## src/rtl/mac_pe_feeder.sv

```systemverilog
// mac_pe_feeder: sequences one dot product through an external MAC processing
// element. Operand chunks are taken from two streams with a joint handshake,
// forwarded to the PE one cycle later, and after the PE pipeline drains the
// accumulator value is presented on a valid/ready result port.
module mac_pe_feeder #(
    parameter int InDataWidth  = 8,
    parameter int NumInputs    = 4,
    parameter int OutDataWidth = 32,
    parameter int CntWidth     = 16
) (
    input  logic                             clk_i,
    input  logic                             rst_ni,
    input  logic                             start_i,
    input  logic [CntWidth-1:0]              k_chunks_i,
    input  logic                             abort_i,
    input  logic [NumInputs*InDataWidth-1:0] a_data_i,
    input  logic [NumInputs*InDataWidth-1:0] b_data_i,
    input  logic                             a_valid_i,
    input  logic                             b_valid_i,
    output logic                             a_ready_o,
    output logic                             b_ready_o,
    output logic [NumInputs*InDataWidth-1:0] pe_a_o,
    output logic [NumInputs*InDataWidth-1:0] pe_b_o,
    output logic                             pe_a_valid_o,
    output logic                             pe_b_valid_o,
    output logic                             pe_init_save_o,
    output logic                             pe_acc_clr_o,
    input  logic [OutDataWidth-1:0]          pe_c_i,
    output logic [OutDataWidth-1:0]          res_o,
    output logic                             res_valid_o,
    input  logic                             res_ready_i,
    output logic                             busy_o,
    output logic                             done_o
);

    localparam int VecWidth = NumInputs * InDataWidth;

    typedef enum logic [1:0] {
        IDLE = 2'd0,
        FEED = 2'd1,
        WAIT = 2'd2,
        OUT  = 2'd3
    } state_e;

    state_e state_q, state_d;

    // Control state
    logic [CntWidth-1:0] cnt_q;
    logic [CntWidth-1:0] k_q;
    logic                wait_q;

    // Stage 1: operands and flags handed to the PE
    logic signed [VecWidth-1:0] pe_a_p1;
    logic signed [VecWidth-1:0] pe_b_p1;
    logic                       vld_p1;
    logic                       init_save_p1;
    logic                       acc_clr_p1;
    logic                       done_p1;

    // Result captured from the PE after the drain period
    logic signed [OutDataWidth-1:0] res_p1;

    logic accept;
    logic last_chunk;
    logic start_run;
    logic start_zero;
    logic out_hs;
    logic wait_end;

    // A chunk is consumed only when both operand streams are valid together.
    assign accept     = (state_q == FEED) & a_valid_i & b_valid_i;
    assign last_chunk = (cnt_q == (k_q - CntWidth'(1)));
    assign start_run  = (state_q == IDLE) & start_i & (k_chunks_i != '0);
    assign start_zero = (state_q == IDLE) & start_i & (k_chunks_i == '0);
    assign out_hs     = (state_q == OUT) & res_ready_i;
    assign wait_end   = (state_q == WAIT) & wait_q;

    // State register
    always_ff @(posedge clk_i or negedge rst_ni) begin
        if (!rst_ni) begin
            state_q <= IDLE;
        end else begin
            state_q <= state_d;
        end
    end

    // Next-state logic; abort overrides every transition
    always_comb begin
        state_d = state_q;
        unique case (state_q)
            IDLE: begin
                if (start_run) begin
                    state_d = FEED;
                end else if (start_zero) begin
                    state_d = OUT;
                end
            end
            FEED: begin
                if (accept && last_chunk) begin
                    state_d = WAIT;
                end
            end
            WAIT: begin
                if (wait_q) begin
                    state_d = OUT;
                end
            end
            OUT: begin
                if (res_ready_i) begin
                    state_d = IDLE;
                end
            end
            default: state_d = IDLE;
        endcase
        if (abort_i) begin
            state_d = IDLE;
        end
    end

    // Chunk counter and latched chunk count; counter saturates at the last chunk
    always_ff @(posedge clk_i or negedge rst_ni) begin
        if (!rst_ni) begin
            cnt_q <= '0;
            k_q   <= '0;
        end else if (abort_i) begin
            cnt_q <= '0;
        end else if (start_run) begin
            cnt_q <= '0;
            k_q   <= k_chunks_i;
        end else if (accept && !last_chunk) begin
            cnt_q <= cnt_q + CntWidth'(1);
        end
    end

    // Two-cycle drain timer covering the PE register stage
    always_ff @(posedge clk_i or negedge rst_ni) begin
        if (!rst_ni) begin
            wait_q <= 1'b0;
        end else if (abort_i || state_q != WAIT) begin
            wait_q <= 1'b0;
        end else begin
            wait_q <= ~wait_q;
        end
    end

    // Operand registers toward the PE; hold their value between chunks
    always_ff @(posedge clk_i or negedge rst_ni) begin
        if (!rst_ni) begin
            pe_a_p1 <= '0;
            pe_b_p1 <= '0;
        end else if (accept) begin
            pe_a_p1 <= a_data_i;
            pe_b_p1 <= b_data_i;
        end
    end

    // PE strobes: valid per accepted chunk, init_save on the first chunk only
    always_ff @(posedge clk_i or negedge rst_ni) begin
        if (!rst_ni) begin
            vld_p1       <= 1'b0;
            init_save_p1 <= 1'b0;
        end else begin
            vld_p1       <= accept & ~abort_i;
            init_save_p1 <= accept & ~abort_i & (cnt_q == '0);
        end
    end

    // One-cycle accumulator clear on abort or on an empty dot product
    always_ff @(posedge clk_i or negedge rst_ni) begin
        if (!rst_ni) begin
            acc_clr_p1 <= 1'b0;
        end else begin
            acc_clr_p1 <= abort_i | start_zero;
        end
    end

    // Result capture: zero for an empty run, PE accumulator at end of drain
    always_ff @(posedge clk_i or negedge rst_ni) begin
        if (!rst_ni) begin
            res_p1 <= '0;
        end else if (!abort_i) begin
            if (start_zero) begin
                res_p1 <= '0;
            end else if (wait_end) begin
                res_p1 <= pe_c_i;
            end
        end
    end

    // Completion pulse in the cycle after the result handshake
    always_ff @(posedge clk_i or negedge rst_ni) begin
        if (!rst_ni) begin
            done_p1 <= 1'b0;
        end else begin
            done_p1 <= out_hs & ~abort_i;
        end
    end

    assign a_ready_o      = accept;
    assign b_ready_o      = accept;
    assign pe_a_o         = pe_a_p1;
    assign pe_b_o         = pe_b_p1;
    assign pe_a_valid_o   = vld_p1;
    assign pe_b_valid_o   = vld_p1;
    assign pe_init_save_o = init_save_p1;
    assign pe_acc_clr_o   = acc_clr_p1;
    assign res_o          = res_p1;
    assign res_valid_o    = (state_q == OUT);
    assign busy_o         = (state_q != IDLE);
    assign done_o         = done_p1;

endmodule

```

## config.mk

```make
export PLATFORM = sky130hd
export DESIGN_NAME = mac_pe_feeder
export DESIGN_NICKNAME = d
export VERILOG_FILES = /design/src/rtl/mac_pe_feeder.sv
export SDC_FILE = /design/constraint.sdc
export NUM_CORES = 1
export LEC_CHECK = 0
export ABC_AREA = 1
export ABC_CLOCK_PERIOD_IN_PS = 2800
export CAP_MARGIN = 15
export CORE_MARGIN = 2
export CORE_UTILIZATION = 46
export DETAILED_ROUTE_END_ITERATION = 10
export PLACE_DENSITY = 0.78
export RECOVER_POWER = 50
export SYNTH_ARGS = -nofsm -noshare
export SYNTH_HDL_FRONTEND = slang
export SYNTH_SLANG_ARGS = --single-unit
```

## constraint.sdc

```tcl
create_clock -name clk_i -period 2.8 [get_ports clk_i]
set_input_delay 0.42 -clock clk_i [delete_from_list [all_inputs] [get_ports clk_i]]
set_output_delay 0.42 -clock clk_i [all_outputs]
set_load 0.05 [all_outputs]
```

# == Word-level counts from Yosys, hierarchy flattened ==
# Cells that the tools add are included.
# word_totals
ff_bits,135
in_bits,119
output_inout_bits,105
word_cells,62
# classes
n_addsub,2
n_eq_ne,9
n_mux,13
bitwise,13
reduce_logical,14
# ops
operator,count
2-to-1 mux 32 bit,2
2-to-1 mux 16 bit,3
zero test 16 bit,2
adder 16 x 1 -> 16 bit (second input constant),1
== test 16 bit,1
nonzero test 16 bit,1
subtractor 16 x 1 -> 16 bit (second input constant),1
2-to-1 mux 2 bit,6
AND 1 bit,10
case mux 2 bit (4 select lines),1
inequality test 3 x 2 -> 1 bit (second input constant),2
== test 2 bit (second input constant),2
inequality test 4 bit (second input constant),1
AND reduction 2 bit,2
AND reduction 4 bit,1
nonzero test 2 bit,2
inequality test 3 bit (second input constant),1
nonzero test 3 bit,1
== test 2 x 1 -> 1 bit (second input constant),1
logical AND 1 bit,2
zero test 2 bit,1
inequality test 2 bit (second input constant),1
NOT 1 bit,2
zero test 1 bit,1
3 further kinds,3

# == Depth between registers and ports, before layout ==
# logic_depth
ltp_word,7
depth_mapped,17
ltp_nobuf,17

# == Least setup slack after synthesis ==
# No wires, ideal clock.
# synth_path
path_kind,reg-to-output
startpoint,register state_q[1]
endpoint,output port b_ready_o
arrival_ps,1823
required_ps,2380
setup_slack_ps,557
stages_incl_launch_ff,7
n_path_buf,2
cell_sequence,dfrtp_1 > inv_1 > ha_1 > nand3_1 > inv_1 > clkbuf_1 > buf_4
# synth_between
elab_chain_cells,3
# synth_rtl
item,line,text
"start, declared",45,"state_e state_q, state_d;"
"start signal, assigned",83,state_q <= state_d;
== test 2 x 1 -> 1 bit,71,assign accept = (state_q == FEED) & a_valid_i & b_valid_i;
AND 1 bit (2 in a row),71,
"end, declared",21,"output logic b_ready_o,"
# Every way passes these cells.

# == Worst setup path in the final report ==
# layout_path
startpoint,register k_q[0]
endpoint,register cnt_q[7]
# layout_between
elab_chain_cells,5
# layout_rtl
item,line,text
"start, declared",49,logic [CntWidth-1:0] k_q;
"start signal, assigned",129,k_q <= k_chunks_i;
subtractor 16 x 1 -> 16 bit,72,assign last_chunk = (cnt_q == (k_q - CntWidth'(1)));
== test 16 bit,72,
zero test 1 bit,130,end else if (accept && !last_chunk) begin
logical AND 1 bit,130,
nonzero test 3 bit (no source line),--,
"end signal, assigned",131,cnt_q <= cnt_q + CntWidth'(1);
"end, declared",48,logic [CntWidth-1:0] cnt_q;
# Every way passes these cells.
# A chain may end at the register's enable or synchronous reset.

==> results.sh <==
export IMPL_clock_latency_ns=0.43
export IMPL_synth_area_mux_share_pct=1.21
export IMPL_synth_edf_count=0
export IMPL_grt_pass1_vias=5975
export IMPL_wl_met1_um=7480
export IMPL_n_fill_cell=1081
export IMPL_synthTopCellsByArea="dfrtp_1 (52%), nand2_1 (17%), nand3_1 (5.2%)"
export IMPL_grt_pass1_wl_um=29300
export IMPL_cts_root_buf="clkbuf_16"
export IMPL_antenna_found_initial=0
export IMPL_layout_commonest_cell="nand2_1"
export IMPL_p_per_area_mw_per_mm2=1220
export IMPL_rsz0062_at_grt="no"
export IMPL_syn_inst=804
export IMPL_cts_buffers=17
export IMPL_stdcell_area_mm2=0.00948
export IMPL_post_cts_buffers=0
export IMPL_reg2reg_depth=13
export IMPL_cp_required_ns=3.10
export IMPL_synth_fa_ha_area_share_pct=1.54
export IMPL_synth_top_family_by_area="simple AND/OR/NAND/NOR gates"
export IMPL_final_cell_mix="nand2_1 (299), clkdlybuf4s50_1 (220), dfrtp_1 (135)"
export IMPL_dpl_cell_area_mm2=0.00893
export IMPL_cap_violations=1
export IMPL_vias=5966
export IMPL_ys_ff_latch=135
export IMPL_cp_startpoint="k_q[0]"
export IMPL_fin_tns_setup_ns=0
export IMPL_fp_dieW_um=123
export IMPL_met3WireLength_um=1350
export IMPL_clock_sinks=135
export IMPL_synth_cell_type_count=32
export IMPL_fmax_ghz=0.398
export IMPL_hold_viol_final=0
export IMPL_wl_per_cell_um=14.7
export IMPL_cts_htree_levels=4
export IMPL_fin_skew_ns=0.00381
export IMPL_start_util_pct=47.1
export IMPL_setup_viol=0
export IMPL_hold_path_class="in2async"
export IMPL_die_h_um=123
export IMPL_dp_slack_ns=0.312
export IMPL_cp_max_fo=21
export IMPL_finalCriticalPeriod_ns=2.52
export IMPL_dp_hpwl_um=12900
export IMPL_violations="capacitance limit, slew limit"
export IMPL_die_area_mm2=0.0151
export IMPL_yosys_area_top_type="dfrtp_1"
export IMPL_layout_drive_gt1_share_pct=7.43
export IMPL_core_mm2=0.0138
export IMPL_postRouteAntennaNets=0
export IMPL_synthToLayoutAreaGrowth_pct=45.6
export IMPL_power_leakage_nw=4.46
export IMPL_pin_count=224
export IMPL_start_kind="flop"
export IMPL_grt_max_degree=68
export IMPL_clock_path_buffers=2
export IMPL_antennaDiodeCount=0
export IMPL_nets=1151
export IMPL_r2r_start="k_q[0]"
export IMPL_final_max_slew_viol_count=68
export IMPL_grt_overflow_total=0
export IMPL_cts_resized=0
export IMPL_yosys_area_share_simple_pct=29.8
export IMPL_critPathCaptureType="flop"
export IMPL_ys_dominant_reg_cell="dfrtp_1"
export IMPL_cp_endpoint="cnt_q[7]"
export IMPL_worst_slack_ns=0.285
export IMPL_multiInputGateArea_mm2=0.00265
export IMPL_postSynthAreaPerCell_um2=8.09
export IMPL_hold_buffers=0
export IMPL_slew_headroom_pct=-9.97
export IMPL_r2r_setup_slack_ns=0.28
export IMPL_routed_via_density=4.90
export IMPL_gp_congestion=0.905
export IMPL_drc=0
export IMPL_post_synth_top_area_fraction_pct=51.9
export IMPL_rows=43
export IMPL_seq_area_mm2=0.00338
export IMPL_cp_data_arrival_time_ns=2.82
export IMPL_syn_num_nets=931
export IMPL_holdWs_ns=0.396
export IMPL_ys_warn_count=0
export IMPL_timing_rr_end="cnt_q[7]"
export IMPL_vdd_ir_drop_worst_v=0.000884
export IMPL_path_class="reg2reg"
export IMPL_grtUsageTotal_pct=25.0
export IMPL_cts_tree="built"
export IMPL_place_port_buffers=223
export IMPL_initialDrtViolationCount=263
export IMPL_postRouteWirelength_um=17900
export IMPL_synthArstFlopShare_pct=100
export IMPL_synthXorXnorAreaFrac_pct=3.36
export IMPL_outcome="finished, violations left"
export IMPL_drtPass1Iterations=4
export IMPL_ys_seq_area_share_pct=51.9
export IMPL_tightest_slew_ns=1.65
export IMPL_synth_compound_area_share_pct=4.85
export IMPL_route_met2_wl_um=8680
export IMPL_path_clk_slew_ns=0.06
export IMPL_syn_area_mm2=0.00651
export IMPL_period_share_pct=89.8
export IMPL_maxUsedRoutingLayer="met4"
## critical path, cell delays in order (launching register included)
cell and delay [ns]:
dfrtp_1 0.41, inv_1 0.12, ha_1 0.21, nand2_1 0.09
nor2_1 0.30, nand2_1 0.09, nand3_1 0.09, nand2_1 0.05
nor2_1 0.10, nand3_1 0.17, o21ai_2 0.22, nand2_2 0.29
nand2_1 0.18, o21ai_2 0.07
## cells by family (layout without fill, tap and decap cells)
family                   Yosys count  after routing
XOR/XNOR                          25             25
buffers and inverters            115            348
multiplexers                       7              7
AO/OA/AOI/OAI                     54             54
flip-flops                       135            135
AND/OR/NAND/NOR                  460            460
adder cells (fa/ha/maj)            8              8
## registers in the layout, indices dropped and copies added, names as in the netlist
| signal | count |
|---|---|
| pe_a_o | 32 |
| pe_b_o | 32 |
| res_o | 32 |
| cnt_q | 16 |
| k_q | 16 |
| state_q | 2 |
| done_o | 1 |
| pe_a_valid_o | 1 |
| pe_acc_clr_o | 1 |
| pe_init_save_o | 1 |
| wait_q | 1 |
## layout make-up
cell class                 count  area share [%]
clock buffer                  17            4.49
tap                          180            2.38
clock inverter                15            1.54
sequential                   135            35.7
timing repair buffer         238            24.9
inverter                      78            3.09
multi-input combinational    554            28.0
## how the worst min path moves through the flow
stage,slack (ns),cells after the start,end,startpoint
6_report,0.40,1,k_q[2],rst_ni
5_1_grt,0.50,1,wait_q,wait_q
4_1_cts,0.01,1,cnt_q[5],rst_ni
3_5_place_dp,0.46,1,cnt_q[4],rst_ni
3_3_place_gp,0.44,1,wait_q,wait_q
2_1_floorplan,0.12,0,cnt_q[0],rst_ni
## synth_stat cells, types with 8 or more instances
| master | number |
|---|---|
| nand2_1 | 299 |
| dfrtp_1 | 135 |
| inv_1 | 75 |
| nand3_1 | 67 |
| o21ai_0 | 42 |
| nor2_1 | 41 |
| clkbuf_1 | 20 |
| nor3_1 | 18 |
| xnor2_1 | 13 |
| xor2_1 | 12 |
| nand4_1 | 9 |
| ha_1 | 8 |
| o21ai_2 | 8 |
## metal layers
layer	up-vias	GRT usage (%)
li1	2962	-
met1	2780	31.2
met2	194	40.1
met3	30	9.23
met4	0	8.84
met5	-	0
## per-stage QoR
stage / util (%) / cells / power, mW
detailed placement: 64.6 / 1185 / 9.44
CTS: 68.7 / 1217 / 11.7
global route: 68.5 / 1217 / 12.3
global placement: 64.6 / 1185 / 9.35
floorplan: - / 804 / 7.29
finish: 68.5 / 1217 / 11.6
## where the power goes
group | internal (mW) | total (mW) | leakage, nW | switching, mW
Combinational | 2.03 | 6.07 | 2.51 | 4.04
Clock | 1.24 | 2.16 | 0.274 | 0.922
Sequential | 2.78 | 3.36 | 1.67 | 0.576
Power figures use the tool's default switching activity.
